$ cat src/rtl/period_meter_pkg.sv
// period_meter_pkg
// Shared types and constants for the period_meter block.
//   state_t   : measurement FSM states (IDLE, MEASURE)
//   AVG_SHIFT : right shift applied to the accumulated captures
//   AVG_COUNT : number of captures folded into one averaged result
// AVG_SHIFT / AVG_COUNT are only referenced when PERIOD_METER_AVG_EN is defined.
package period_meter_pkg;

  typedef enum logic {
    IDLE    = 1'b0,
    MEASURE = 1'b1
  } state_t;

  localparam int AVG_SHIFT = 2;
  localparam int AVG_COUNT = 4;

endpackage

$ cat src/rtl/period_meter_sync_edge.sv
// period_meter_sync_edge
// Brings an asynchronous 1-bit signal into the clock domain and reports its
// edges. Reusable by any block that watches a slow asynchronous input.
// Ports:
//   clock    : system clock
//   reset_n  : asynchronous active-low reset, clears every flop
//   sig_i    : asynchronous input
//   rise     : one-cycle pulse after a synchronized 0->1 transition
//   fall     : one-cycle pulse after a synchronized 1->0 transition
// Parameter SYNC_STAGES (>= 2) sets the synchronizer depth; an edge on sig_i
// shows up on rise/fall SYNC_STAGES clocks later and is acted on by a
// downstream register one clock after that.
module period_meter_sync_edge #(
  parameter int SYNC_STAGES = 2
) (
  input  logic clock,
  input  logic reset_n,
  input  logic sig_i,
  output logic rise,
  output logic fall
);

  logic [SYNC_STAGES-1:0] sync_q;
  logic                   s;
  logic                   s_d;

  // Synchronizer chain plus one history flop for edge detection.
  always_ff @(posedge clock or negedge reset_n) begin
    if (!reset_n) begin
      sync_q <= '0;
      s_d    <= 1'b0;
    end else begin
      sync_q <= {sync_q[SYNC_STAGES-2:0], sig_i};
      s_d    <= s;
    end
  end

  assign s = sync_q[SYNC_STAGES-1];

  // A single history flop means rise and fall can never be high together.
  assign rise = s & ~s_d;
  assign fall = ~s & s_d;

endmodule

$ cat src/rtl/period_meter.sv
// period_meter
// Measures the period and high time of a slow periodic signal in clock cycles.
// Ports:
//   clock     : system clock
//   reset_n   : asynchronous active-low reset
//   sig_i     : measured signal, asynchronous to clock
//   period_o  : cycles between the last two rising edges
//   high_o    : cycles from the last rising edge to the following falling edge
//   valid_o   : one-cycle pulse whenever period_o updates
//   timeout_o : sticky, set when no rising edge arrives within 2^WIDTH-1 cycles;
//               cleared by the next capture
// Parameters: WIDTH (counter/result width), SYNC_STAGES (synchronizer depth, >= 2).
// Optional build macro PERIOD_METER_AVG_EN: period_o reports the floor average
// of every AVG_COUNT captures and valid_o pulses once per group.
module period_meter
  import period_meter_pkg::*;
#(
  parameter int WIDTH       = 24,
  parameter int SYNC_STAGES = 2
) (
  input  logic             clock,
  input  logic             reset_n,
  input  logic             sig_i,
  output logic [WIDTH-1:0] period_o,
  output logic [WIDTH-1:0] high_o,
  output logic             valid_o,
  output logic             timeout_o
);

  localparam logic [WIDTH-1:0] CNT_MAX = '1;
  localparam logic [WIDTH-1:0] CNT_ONE = WIDTH'(1);

  logic             rise;
  logic             fall;

  state_t           state;
  state_t           state_next;
  logic [WIDTH-1:0] cnt;
  logic [WIDTH-1:0] cnt_next;
  logic [WIDTH-1:0] period_next;
  logic [WIDTH-1:0] high_next;
  logic             valid_next;
  logic             timeout_next;

`ifdef PERIOD_METER_AVG_EN
  localparam int CAP_W = $clog2(AVG_COUNT);

  logic [WIDTH+AVG_SHIFT-1:0] acc;
  logic [WIDTH+AVG_SHIFT-1:0] acc_next;
  logic [WIDTH+AVG_SHIFT-1:0] acc_sum;
  logic [CAP_W-1:0]           cap_cnt;
  logic [CAP_W-1:0]           cap_cnt_next;
`endif

  period_meter_sync_edge #(
    .SYNC_STAGES(SYNC_STAGES)
  ) u_sync_edge (
    .clock   (clock),
    .reset_n (reset_n),
    .sig_i   (sig_i),
    .rise    (rise),
    .fall    (fall)
  );

  always_ff @(posedge clock or negedge reset_n) begin
    if (!reset_n) begin
      state <= IDLE;
    end else begin
      state <= state_next;
    end
  end

  always_ff @(posedge clock or negedge reset_n) begin
    if (!reset_n) begin
      cnt       <= '0;
      period_o  <= '0;
      high_o    <= '0;
      valid_o   <= 1'b0;
      timeout_o <= 1'b0;
    end else begin
      cnt       <= cnt_next;
      period_o  <= period_next;
      high_o    <= high_next;
      valid_o   <= valid_next;
      timeout_o <= timeout_next;
    end
  end

`ifdef PERIOD_METER_AVG_EN
  always_ff @(posedge clock or negedge reset_n) begin
    if (!reset_n) begin
      acc     <= '0;
      cap_cnt <= '0;
    end else begin
      acc     <= acc_next;
      cap_cnt <= cap_cnt_next;
    end
  end
`endif

  // cnt equals the number of clocks since the last detected rise, so a rise
  // seen N clocks after the previous one captures exactly N. Reaching CNT_MAX
  // without a rise ends the measurement instead of wrapping; a rise arriving
  // on that same cycle still takes priority as a normal capture.
  always_comb begin
    state_next   = state;
    cnt_next     = cnt;
    period_next  = period_o;
    high_next    = high_o;
    valid_next   = 1'b0;
    timeout_next = timeout_o;
`ifdef PERIOD_METER_AVG_EN
    acc_next     = acc;
    cap_cnt_next = cap_cnt;
    acc_sum      = acc + {{AVG_SHIFT{1'b0}}, cnt};
`endif

    case (state)
      IDLE: begin
        cnt_next = '0;
        if (rise) begin
          cnt_next   = CNT_ONE;
          state_next = MEASURE;
        end
      end

      MEASURE: begin
        if (fall) begin
          high_next = cnt;
        end

        if (rise) begin
          cnt_next     = CNT_ONE;
          timeout_next = 1'b0;
`ifdef PERIOD_METER_AVG_EN
          // Only the last capture of a group publishes; the shift by
          // AVG_SHIFT is the floor divide by AVG_COUNT.
          if (cap_cnt == CAP_W'(AVG_COUNT - 1)) begin
            period_next  = acc_sum[WIDTH+AVG_SHIFT-1:AVG_SHIFT];
            acc_next     = '0;
            cap_cnt_next = '0;
            valid_next   = 1'b1;
          end else begin
            acc_next     = acc_sum;
            cap_cnt_next = cap_cnt + 1'b1;
          end
`else
          period_next = cnt;
          valid_next  = 1'b1;
`endif
        end else if (cnt == CNT_MAX) begin
          timeout_next = 1'b1;
          state_next   = IDLE;
          cnt_next     = '0;
`ifdef PERIOD_METER_AVG_EN
          acc_next     = '0;
          cap_cnt_next = '0;
`endif
        end else begin
          cnt_next = cnt + CNT_ONE;
        end
      end

      default: begin
        state_next = IDLE;
        cnt_next   = '0;
      end
    endcase
  end

endmodule

$ cat config.mk
export PLATFORM = sky130hd
export DESIGN_NAME = period_meter
export DESIGN_NICKNAME = d
export VERILOG_FILES = /design/src/rtl/period_meter_pkg.sv /design/src/rtl/period_meter_sync_edge.sv /design/src/rtl/period_meter.sv
export SDC_FILE = /design/constraint.sdc
export NUM_CORES = 1
export LEC_CHECK = 0
export CELL_PAD_IN_SITES_DETAIL_PLACEMENT = 1
export CELL_PAD_IN_SITES_GLOBAL_PLACEMENT = 1
export CORE_MARGIN = 2
export CORE_UTILIZATION = 54
export DETAILED_ROUTE_END_ITERATION = 16
export DONT_BUFFER_PORTS = 1
export MAX_ROUTING_LAYER = met4
export PLACE_DENSITY_LB_ADDON = 0.05
export SYNTH_ARGS = -nofsm -noshare
export SYNTH_HDL_FRONTEND = slang
export SYNTH_SLANG_ARGS = --single-unit
$ cat constraint.sdc
create_clock -name clock -period 4.3 [get_ports clock]
set_clock_uncertainty 0.1 [all_clocks]
set_input_delay 0.86 -clock clock [delete_from_list [all_inputs] [get_ports clock]]
set_output_delay 0.86 -clock clock [all_outputs]
set_load 0.1 [all_outputs]
# Word-level counts from Yosys, hierarchy flattened
# Cells that the tools add are included.
[word_totals]
input_bits = 3
reg_bits = 78
[classes]
reduce_logical = 4
eq_ne = 1
mux = 11
n_addsub = 1
n_bitwise = 5
[ops]
columns = ["operator", "n"]
rows = [
  ["24-bit two-way mux", 2],
  ["24-bit one-hot mux with 2 select lines", 1],
  ["24-bit by 1-bit adder with 24-bit output (second input constant)", 1],
  ["24-bit equality test (second input constant)", 1],
  ["1-bit two-way mux", 7],
  ["2-bit AND reduction", 3],
  ["1-bit NOT", 3],
  ["1-bit bitwise AND", 2],
  ["1-bit one-hot mux with 2 select lines", 1],
  ["2-bit nonzero test", 1],
]

# Longest topological paths before layout
# Gate-level depths: netlist (run 1).
[depth]
word_depth = 4
ltp_mapped = 6

# Cells and area by module
# From an unflattened synthesis (run 1), not the netlist that was laid out.
[unflattened]
cells_unflattened = 252
hier_area_um2 = 3205.6
[by_module_without_submodules]
columns = ["module", "cells_each", "instances", "area_per_inst_um2", "seq_area_each_um2"]
rows = [
  ["period_meter", 247, 1, 3115.5, 1876.8],
  ["period_meter_sync_edge", 5, 1, 90.1, 75.1],
]

# Least setup slack after synthesis (run 1)
# Ideal clock, no wire load.
[synth_path]
kind = "register to output"
from = "reg timeout_o"
to = "out timeout_o"
setup_slack_ns = 2.442
path_stages_with_launch = 1
arrival_time_ns = 0.898
t_required_ns = 3.340
path_cell_list = "dfrtp_1"
[synth_lines]
columns = ["element", "line", "text"]
rows = [
  ["start: declaration", "period_meter.sv:27", "output logic timeout_o"],
  ["start signal: assignment", "period_meter.sv:85", "timeout_o <= timeout_next;"],
]
# No word-level cell between the ends.

# Final worst setup path (run 1)
[layout_path]
from = "reg cnt[2]"
to = "reg cnt[10]"
[layout_between]
elab_chain_len = 4
[layout_rtl]
columns = ["element", "line", "text"]
rows = [
  ["start: declaration", "period_meter.sv:38", "logic [WIDTH-1:0] cnt;"],
  ["start signal: assignment", "period_meter.sv:81", "cnt <= cnt_next;"],
  ["24-bit by 1-bit adder with 24-bit output / 24-bit equality test (equally long branches)", "period_meter.sv:160, period_meter.sv:151", ""],
  ["24-bit two-way mux *", "period_meter.sv:151", "end else if (cnt == CNT_MAX) begin"],
  ["24-bit two-way mux *", "period_meter.sv:132", "if (rise) begin"],
  ["24-bit one-hot mux with 2 select lines *", "period_meter.sv:118", "case (state)"],
  ["net cnt_next[10]", "period_meter.sv:39", "logic [WIDTH-1:0] cnt_next;"],
]
# The timed path passes the listed nets; every way through them passes the cells marked *.
# A chain may end at the register's enable or synchronous reset.

==> summary.md, run 1 <==
| Metric | Value |
|---|---|
| Status | `completed` |
| CTS tree | `done` |
| Count of input and output buffers | `0` |
| I/O Pins | `53` |
| Critical-path cell list | `and4_1, nand4_2, o31ai_4, nor2_1` |
| Simple-gate share of the synthesized area | `12.2%` |
| Top cell type's share of synthesized area | `60.6%` |
| Starting density of the core | `55.0%` |
| Drt wl/cell | `19.8 um` |
| Setup TNS | `0 ns` |
| FP Rows | `28` |
| Chip width | `81.2 um` |
| Fraction of the mapped netlist area in compound gates | `under 10%` |
| Asr flop ratio synth | `100%` |
| Synth unique cells | `36` |
| Die area | `6600 um^2` |
| # hold bufs at CTS | `0` |
| Crit-path slowest cell | `o31ai_4` |
| Max Buffers Root-to-Sink | `2` |
| Initial antenna violation count | `0` |
| DR iter-0 viols | `76` |
| Grt total ovfl | `0` |
| Clock sink total | `78` |
| Worst reg2reg path startpoint | `cnt[2]` |
| DRT Wirelength | `6490 um` |
| Register area share after synthesis | `between 60 and 70%` |
| Clock slew at reported path FFs | `~0.080 ns` |
| Vias in the first global route | `2039` |
| PwrDens | `529 nW/um^2` |
| Root Buffer Master | `clkbuf_8` |
| Ranking of synthesized cells by area | `dfrtp_1 (61%), mux2_2 (15%), xor2_1 (2.4%)` |
| Post-Syn Area per Cell | `between 10 and 15 um^2` |
| Buf/Inv on CP | `0` |
| Core area | `between 5000 and 6000 um^2` |
| First-pass GRT wire length | `10500 um` |
| F_max | `0.392 GHz` |
| Die Y | `81.2 um` |
| Mux cell area share after synthesis | `14.7%` |
| Final period util | `roughly three fifths` |
| Worst VDD drop | `0.323 mV` |
| Worst R2R Setup Slack | `between 1.5 and 2 ns` |
| Post-CTS Setup Inserts | `0` |
| Largest family of logic cells by synthesized area | `multiplexers` |
| Sw Pwr | `617 uW` |
| H-tree levels | `3` |
| Final ANT Viol Nets | `0` |
| Post-Syn Instances | `247` |
| Hold Crit Class | `in2async` |
| Final setup fails | `0` |
| Setup crit end kind | `register` |
| Largest net degree at the start of global routing | `79` |
| DRC errors left | `0` |
| Share of layout cells above drive strength 1 | `26.2%` |
| Worst Tran Pin Value | `roughly 0.93 ns` |
| Mapped Area | `around 3200 um^2` |
| Leak pwr | `between 1.5 and 2 nW` |
| Fin crit period | `2.55 ns` |
| Post_cts resized | `0` |
| Total power draw | `~1.8 mW` |
| Final net count | `252` |
| Worst path max stage delay | `0.82 ns` |
| Routed via count | `roughly 1900` |
| GRT Total Usage | `approximately 23%` |
| Crit-path max FO | `21` |
| Combinational fraction of design power | `5.9%` |
| Clock power share | `35.1%` |
| Cell taking the most area after synthesis | `dfrtp_1` |
| Number of synthesized register bits | `slightly below 80` |
| Detailed Place HPWL | `4160 um` |
| Internal | `~1.2 mW` |
| Hold Vio Cnt, Final | `0` |
| Layout area overhead | `8.27%` |
| Seq pwr share | `59.0%` |
| Post-Synth Adder-Cell Area | `less than 1%` |
| Reg2reg end | `cnt[10]` |
| Worst EP required | `4.38 ns` |
| Fin. max-slew vios | `0` |
| XOR/XNOR Fraction of Synth Area | `2.99%` |
| Vias per cell | `5.92` |
| Inserted Clock Buffers | `9` |
| Top delay family on crit path | `simple AND/OR/NAND/NOR gates` |
| Synthesized net count | `251` |
| TritonRoute pass-1 iters | `4` |
| Sw Ratio | `33.5%` |
| Main synth FF type | `dfrtp_1` |
| Worst Reg-to-Reg Cells | `4` |
| Number of max-cap violations | `0` |
| YS warnings | `0` |
| Ant. Diodes | `0` |
| CP Class | `reg2reg` |
| Post-synth EDFFs | `0` |
| Setup crit start kind | `register` |
| Arr. time, crit path | `around 2.6 ns` |
| Placer congestion estimate | `0.782` |
| Max-slew headroom | `around 38%` |
| RSZ-0062 raised after global routing | `no` |
| Worst skew pair latency | `0.34 ns` |
[sequential cells by signal, indices dropped and copies added (netlist names)]
| name | cells |
|---|---|
| cnt | 24 |
| high_o | 24 |
| period_o | 24 |
| state | 1 |
| timeout_o | 1 |
| u_sync_edge.s_d | 1 |
| u_sync_edge.sync_q | 2 |
| valid_o | 1 |
[final cells by class]
| class | instances | area [um^2] |
|---|---|---|
| Fill cell | 585 | 2360 |
| Sequential cell | 78 | 1950 |
| Multi-Input combinational cell | 153 | 1170 |
| Clock buffer | 11 | 141 |
| Clock inverter | 4 | 95.1 |
| Tap cell | 75 | 93.8 |
| Timing Repair Buffer | 2 | 15.0 |
| Inverter | 4 | 15.0 |
[per-stage QoR]
| step | std cells | hold WS, ns | util [%] | worst slack, ns | instance area (um^2) |
|---|---|---|---|---|---|
| after CTS | 327 | 0.0832 | 59.6 | 1.73 | 3490 |
| after global placement | 312 | 0.238 | 55.6 | 1.95 | 3250 |
| after global routing | 327 | 0.0694 | 59.6 | 1.53 | 3490 |
| after floorplan | 247 | 0.231 | - | 2.44 | 3220 |
| final | 327 | 0.102 | 59.6 | 1.75 | 3490 |
| after detailed placement | 312 | 0.242 | 55.6 | 1.78 | 3250 |
[metal layers]
layer / vias to the layer above / wire length (um) / global-route usage, %
met5: - / 0 / -
met4: 0 / 92 / 9.15
met3: 8 / 306 / 6.33
met2: 44 / 3240 / 35.6
met1: 1003 / 2850 / 27.4
li1: 882 / - / -
[power groups by stage]
stage,Sequential (mW),Combinational [mW],Clock [mW]
2_1_floorplan,1.09,0.0948,0
3_3_place_gp,1.10,0.100,0
3_5_place_dp,1.10,0.109,0
4_1_cts,1.09,0.111,0.664
5_1_grt,1.10,0.120,0.693
6_report,1.09,0.109,0.646
[layout by cell type, fill, tap and decap left out, drive strengths merged, types with 5 or more instances in the layout]
cell and n:
dfrtp 78, nand2 15, nand4 7, o21ai 15, nand3 8, xor2 9
mux2 42, nor2 12, a21oi 10, clkbuf 11, or3 8, o31ai 5
[cells in the mapped netlist (2+ instances only)]
library cell and n:
clkbuf_1 5, nand4_2 2, o31ai_1 4, xnor2_1 2
buf_6 4, nor2_1 11, nand3_1 8, buf_1 2
dfrtp_1 78, nand2_1 15, or4_1 3, and2_1 3
mux2_2 42, or3_1 7, o21ai_0 14, a21oi_1 10
xor2_1 9, and4_1 2, nand3b_1 2, nand4_1 5
inv_1 4
[how the worst max path moves through the flow]
| stage | start | to | slack (ns) | cells after the start |
|---|---|---|---|---|
| floorplan | timeout_o | timeout_o | 2.44 | 0 |
| global placement | cnt[2] | cnt[14] | 1.95 | 4 |
| detailed placement | cnt[2] | cnt[22] | 1.78 | 4 |
| CTS | cnt[2] | cnt[22] | 1.73 | 4 |
| global route | cnt[2] | cnt[14] | 1.53 | 4 |
| finish | cnt[2] | cnt[10] | 1.75 | 4 |
[cells by family (layout without fill, tap and decap cells)]
family / count (synthesis) / after routing
muxes: 42 / 42
DFF: 78 / 78
adders and majority gates: 1 / 1
buffers and inverters: 16 / 21
xor gates and xnor gates: 11 / 11
AOI/OAI and AO/OA: 33 / 33
and+or+nand+nor: 66 / 66
No activity file was read; power rests on OpenSTA's default activity.
==> inputs of run 2 (changes only) <==
--- a/config.mk
+++ b/config.mk
@@ -8,7 +8,7 @@
 export CELL_PAD_IN_SITES_DETAIL_PLACEMENT = 1
 export CELL_PAD_IN_SITES_GLOBAL_PLACEMENT = 1
 export CORE_MARGIN = 2
-export CORE_UTILIZATION = 54
+export CORE_UTILIZATION = 50
 export DETAILED_ROUTE_END_ITERATION = 16
 export DONT_BUFFER_PORTS = 1
 export MAX_ROUTING_LAYER = met4
==> constraint.sdc (replaced) <==
create_clock -name clock -period 2.5 [get_ports clock]
set_clock_uncertainty 0.1 [all_clocks]
set_input_delay 0.5 -clock clock [delete_from_list [all_inputs] [get_ports clock]]
set_output_delay 0.5 -clock clock [all_outputs]
set_load 0.1 [all_outputs]
==> summary.md, run 2 (synthesis results as in run 1) <==
| Metric | Value |
|---|---|
| Status | `completed (unchanged)` |
| Routed via count | `2005 (was 1937)` |
| Top delay family on crit path | `simple AND/OR/NAND/NOR gates (unchanged)` |
| Setup crit start kind | `register (unchanged)` |
| Root Buffer Master | `clkbuf_8 (unchanged)` |
| Largest registers | `cnt: 24 flops, high_o: 24 flops, period_o: 24 flops (unchanged)` |
| FP Rows | `29 (was 28)` |
| Vias in the first global route | `2269 (was 2039)` |
| Hold wc startpoint | `sig_i` |
| Worst VDD drop | `0.713 mV (was 0.323 mV)` |
| Worst skew pair latency | `0.34 ns (about the same)` |
| Commonest cells after routing, fill and taps aside | `dfrtp_1 (78), mux2_2 (42), nand2_1 (15), buf_4 (15), o21ai_0 (14) (was dfrtp_1 (78), mux2_2 (42), nand2_1 (15), o21ai_0 (14), nor2_1 (11))` |
| Fin. max-slew vios | `0 (unchanged)` |
| Fin crit period | `2.14 ns (was 2.55 ns)` |
| RSZ-0062 raised after global routing | `no (unchanged)` |
| Leak pwr | `1.70 nW (was 1.65 nW)` |
| Max Buffers Root-to-Sink | `2 (unchanged)` |
| Ant. Diodes | `0 (unchanged)` |
| Die Y | `84.3 um (was 81.2 um)` |
| Arr. time, crit path | `2.26 ns (was 2.63 ns)` |
| Starting density of the core | `51.3% (was 55.0%)` |
| # hold bufs at CTS | `2 (was 0)` |
| Vias per cell | `5.83 (was 5.92)` |
| F_max | `0.467 GHz (was 0.392 GHz)` |
| Worst EP required | `2.61 ns (was 4.38 ns)` |
| Setup TNS | `0 ns (unchanged)` |
| DR iter-0 viols | `129 (was 76)` |
| Max-slew headroom | `38.5% (was 37.7%)` |
| TritonRoute pass-1 iters | `4 (unchanged)` |
| Grt total ovfl | `0 (unchanged)` |
| Hold Vio Cnt, Final | `0 (unchanged)` |
| Setup crit end kind | `register (unchanged)` |
| Worst hold slack | `0.0768 ns (was 0.102 ns)` |
| Critical-path cell list | `and4_1, nand4_2, o31ai_4, buf_4, a21oi_1 (was and4_1, nand4_2, o31ai_4, nor2_1)` |
| Commonest non-fill, non-tap cell in the layout | `dfrtp_1 (unchanged)` |
| Layout area overhead | `10.4% (was 8.27%)` |
| Final setup fails | `0 (unchanged)` |
| Fill count | `642 (was 585)` |
| First-pass GRT wire length | `11400 um (was 10500 um)` |
| Clock sink total | `78 (unchanged)` |
| Largest net degree at the start of global routing | `79 (unchanged)` |
| Crit-path slowest cell | `and4_1 (was o31ai_4)` |
| Initial antenna violation count | `0 (unchanged)` |
| Worst Tran Pin Value | `0.923 ns (was 0.935 ns)` |
| CP Class | `reg2reg (unchanged)` |
| Clock slew at reported path FFs | `0.07 ns (was 0.08 ns)` |
| Post_cts resized | `0 (unchanged)` |
| Die area | `7100 um^2 (was 6600 um^2)` |
| Core area | `6280 um^2 (was 5850 um^2)` |
| Share of layout cells above drive strength 1 | `29.2% (was 26.2%)` |
| Worst path max stage delay | `0.49 ns (was 0.82 ns)` |
| Post-CTS Setup Inserts | `0 (unchanged)` |
| Final ANT Viol Nets | `0 (unchanged)` |
| H-tree levels | `3 (unchanged)` |
| Hold Crit Class | `in2reg (was in2async)` |
| DRC errors left | `0 (unchanged)` |
| Placer congestion estimate | `0.822 (was 0.782)` |
| Worst reg2reg path startpoint | `cnt[2] (unchanged)` |
| Final period util | `85.7% (was 59.3%)` |
| PwrDens | `822 nW/um^2 (was 529 nW/um^2)` |
| Count of input and output buffers | `0 (unchanged)` |
| Crit-path max FO | `11 (was 21)` |
| DRT Wirelength | `6630 um (was 6490 um)` |
| Total power draw | `2.92 mW (was 1.84 mW)` |
| Detailed Place HPWL | `4430 um (was 4160 um)` |
| CP Launch Point | `cnt[2] (unchanged)` |
| Buf/Inv on CP | `1 (was 0)` |
| Final net count | `267 (was 252)` |
| Number of max-cap violations | `0 (unchanged)` |
| CTS tree | `done (unchanged)` |
| GRT Total Usage | `21.3% (was 22.5%)` |
| Inserted Clock Buffers | `9 (unchanged)` |
| Drt wl/cell | `19.3 um (was 19.8 um)` |
| Chip width | `84.3 um (was 81.2 um)` |
| I/O Pins | `53 (unchanged)` |
==> run 2: metrics by stage <==
step / instance area [um^2] / instances / setup slack (ns) / utilization [%]
2_1_floorplan: 3220 / 247 / 0.674 / -
3_3_place_gp: 3350 / 327 / 0.477 / 53.4
3_5_place_dp: 3350 / 327 / 0.369 / 53.4
4_1_cts: 3560 / 344 / 0.344 / 56.6
5_1_grt: 3560 / 344 / 0.127 / 56.6
6_report: 3560 / 344 / 0.359 / 56.6
==> run 2: worst paths after layout <==
kind	cells past startpoint	end	slack, ns
max	5	cnt[20]	0.36
min	0	u_sync_edge.sync_q[0]	0.08
max reg2reg	5	cnt[20]	0.36
min reg2reg	0	u_sync_edge.sync_q[1]	0.25
max in group asynchronous	2	cnt[19]	1.39
min in group asynchronous	2	cnt[5]	0.60
==> run 2: final cells by class <==
class / count / area [um^2] / share of cell area (%)
multi-input combinational: 153 / 1170 / 33.0
timing repair buffer: 17 / 150 / 4.22
clock buffer: 14 / 163 / 4.57
inverter: 4 / 15.0 / 0.422
clock inverter: 1 / 5.00 / 0.141
tap: 77 / 96.3 / 2.71
sequential: 78 / 1950 / 54.9
==> run 2: routing by layer <==
| metal | vias up | routed length [um] | global-route usage (%) |
|---|---|---|---|
| li1 | 907 | - | - |
| met4 | 0 | 92 | 9.38 |
| met3 | 8 | 306 | 5.01 |
| met1 | 1042 | 2930 | 26.7 |
| met5 | - | 0 | - |
| met2 | 48 | 3300 | 33.0 |
==> run 2: power breakdown <==
part	internal [mW]	switching (mW)
Clock	0.410	0.417
Combinational	0.105	0.128
Sequential	1.34	0.527
==> inputs of run 3 (changes only) <==
--- a/config.mk
+++ b/config.mk
@@ -8,7 +8,7 @@
 export CELL_PAD_IN_SITES_DETAIL_PLACEMENT = 1
 export CELL_PAD_IN_SITES_GLOBAL_PLACEMENT = 1
 export CORE_MARGIN = 2
-export CORE_UTILIZATION = 50
+export CORE_UTILIZATION = 45
 export DETAILED_ROUTE_END_ITERATION = 16
 export DONT_BUFFER_PORTS = 1
 export MAX_ROUTING_LAYER = met4
==> summary.md, run 3 (synthesis results as in run 1) <==
| Metric | Value |
|---|---|
| First-pass GRT wire length | `10800 um (was 11400 um)` |
| Multi-input gate area | `1170 um^2 (unchanged)` |
| Largest net degree at the start of global routing | `79 (unchanged)` |
| Worst skew pair latency | `0.33 ns (was 0.34 ns)` |
| Die area | `7850 um^2 (was 7100 um^2)` |
| Sw Ratio | `36.1% (was 36.7%)` |
| Crit-path max FO | `11 (unchanged)` |
| Routed via count | `1960 (was 2005)` |
| Layout area overhead | `12.3% (was 10.4%)` |
| Status | `completed (unchanged)` |
| TritonRoute pass-1 iters | `4 (unchanged)` |
| PwrDens | `835 nW/um^2 (was 822 nW/um^2)` |
| Storage element area | `1950 um^2 (unchanged)` |
| Leak pwr | `1.71 nW (was 1.70 nW)` |
| Arr. time, crit path | `2.25 ns (was 2.26 ns)` |
| Inserted Clock Buffers | `9 (unchanged)` |
| Initial antenna violation count | `0 (unchanged)` |
| Number of max-cap violations | `0 (unchanged)` |
| Place WS | `0.438 ns (was 0.369 ns)` |
| Vias per cell | `5.40 (was 5.83)` |
| Clock sink total | `78 (unchanged)` |
| Commonest non-fill, non-tap cell in the layout | `dfrtp_1 (unchanged)` |
| Fin crit period | `2.09 ns (was 2.14 ns)` |
| Max-slew headroom | `39.2% (was 38.5%)` |
| Hold Crit Class | `in2reg (unchanged)` |
| DRC errors left | `0 (unchanged)` |
| Final ANT Viol Nets | `0 (unchanged)` |
| Detailed Place HPWL | `4470 um (was 4430 um)` |
| Root Buffer Master | `clkbuf_8 (unchanged)` |
| Worst EP required | `2.66 ns (was 2.61 ns)` |
| Fill count | `713 (was 642)` |
| Die Y | `88.6 um (was 84.3 um)` |
| Grt total ovfl | `0 (unchanged)` |
| Combinational fraction of design power | `7.6% (was 7.9%)` |
| H-tree levels | `3 (unchanged)` |
| Final Core Density | `52.7% (was 56.6%)` |
| Setup TNS | `0 ns (unchanged)` |
| F_max | `0.478 GHz (was 0.467 GHz)` |
| Share of layout cells above drive strength 1 | `30.0% (was 29.2%)` |
| GRT Total Usage | `18.8% (was 21.3%)` |
| Setup crit start kind | `register (unchanged)` |
| Vias in the first global route | `2151 (was 2269)` |
| Ant. Diodes | `0 (unchanged)` |
| Clock slew at reported path FFs | `0.07 ns (about the same)` |
| Final net count | `266 (was 267)` |
| Core area | `6870 um^2 (was 6280 um^2)` |
| Final WS setup | `0.409 ns (was 0.359 ns)` |
| Setup crit end kind | `register (unchanged)` |
| Chip width | `88.6 um (was 84.3 um)` |
| Worst VDD drop | `0.337 mV (was 0.713 mV)` |
| RSZ-0062 raised after global routing | `no (unchanged)` |
| Max Buffers Root-to-Sink | `2 (unchanged)` |
| Final setup fails | `0 (unchanged)` |
| Fin. max-slew vios | `0 (unchanged)` |
| Post_cts resized | `0 (unchanged)` |
| DRT Wirelength | `6420 um (was 6630 um)` |
| I/O Pins | `53 (unchanged)` |
| Starting density of the core | `46.9% (was 51.3%)` |
| Seq pwr share | `61.7% (was 63.8%)` |
| Sw Pwr | `1.09 mW (was 1.07 mW)` |
| Drt wl/cell | `17.7 um (was 19.3 um)` |
| CP Class | `reg2reg (unchanged)` |
| FP Rows | `30 (was 29)` |
| Largest registers | `cnt: 24 flops, high_o: 24 flops, period_o: 24 flops (unchanged)` |
| Clock power share | `30.7% (was 28.3%)` |
| Hold Vio Cnt, Final | `0 (unchanged)` |
| Commonest cells after routing, fill and taps aside | `dfrtp_1 (78), mux2_2 (42), nand2_1 (15), o21ai_0 (14), buf_4 (13) (was dfrtp_1 (78), mux2_2 (42), nand2_1 (15), buf_4 (15), o21ai_0 (14))` |
| Worst Tran Pin Value | `0.913 ns (was 0.923 ns)` |
| CTS tree | `done (unchanged)` |
| Internal | `1.93 mW (was 1.85 mW)` |
| Final period util | `83.6% (was 85.7%)` |
| Placer congestion estimate | `0.810 (was 0.822)` |
| Count of input and output buffers | `0 (unchanged)` |
| DR iter-0 viols | `74 (was 129)` |
==> run 3: cell count changes in the layout (fill, tap and decap cells not counted), sizes merged <==
cell,delta
clkinvlp,+2
buf,-1
clkbuf,-3
clkinv,+1
bufinv,+1
==> run 3: path summary, 6_finish.rpt <==
path | from | to | slack (ns) | cells past startpoint
min reg2reg | u_sync_edge.sync_q[0] | u_sync_edge.sync_q[1] | 0.26 | 0
max | cnt[2] | cnt[13] | 0.41 | 4
min | sig_i | u_sync_edge.sync_q[0] | 0.1 | 0
max reg2reg | cnt[2] | cnt[13] | 0.41 | 4
max in group asynchronous | reset_n | u_sync_edge.sync_q[0] | 1.38 | 2
min in group asynchronous | reset_n | cnt[5] | 0.61 | 2
==> run 3: layer usage <==
| metal | vias up | routed length (um) | track usage [%] |
|---|---|---|---|
| li1 | 909 | - | - |
| met1 | 999 | 2910 | 23.8 |
| met2 | 46 | 3130 | 29.8 |
| met3 | 6 | 303 | 3.64 |
| met4 | 0 | 80 | 7.44 |
| met5 | - | 0 | - |
==> run 3: through the flow <==
stage	cells	total power, mW	hold slack, ns	instance area (um^2)
detailed placement	345	2.10	0.107	3380
global placement	345	2.08	0.107	3380
global route	363	3.15	0.0723	3620
CTS	363	3.06	0.0745	3620
finish	363	3.02	0.0963	3620
floorplan	247	2.03	0.104	3220
==> run 3: critical path: stages, from the launching register on <==
cell and delay [ns]:
dfrtp_1 0.46, and4_1 0.48, nand4_1 0.34, or3_2 0.50, a21oi_1 0.14
==> run 3: final cells by class <==
| type | count | share of cell area (%) |
|---|---|---|
| well taps | 96 | 3.32 |
| clock buffers | 11 | 3.91 |
| inverters | 4 | 0.415 |
| flip-flops and latches | 78 | 54.0 |
| repair buffers | 16 | 4.29 |
| clock inverters | 5 | 1.63 |
| multi-input cells | 153 | 32.5 |
==> run 3: power groups by stage <==
stage               Sequential (mW)  Clock (mW)  Combinational, mW
finish                         1.86       0.928              0.229
detailed placement             1.89           0              0.203
global placement               1.89           0              0.193
floorplan                      1.87           0              0.163
global route                   1.88        1.02              0.255
CTS                            1.87       0.959              0.235
==> run 3: timing repair <==
action | in CTS | in global routing
setup endpoints to repair | 0 | 0
endpoints found under the hold margin | 78 | 0
hold buffers | 2 | 0
buffers inserted | 0 | 0
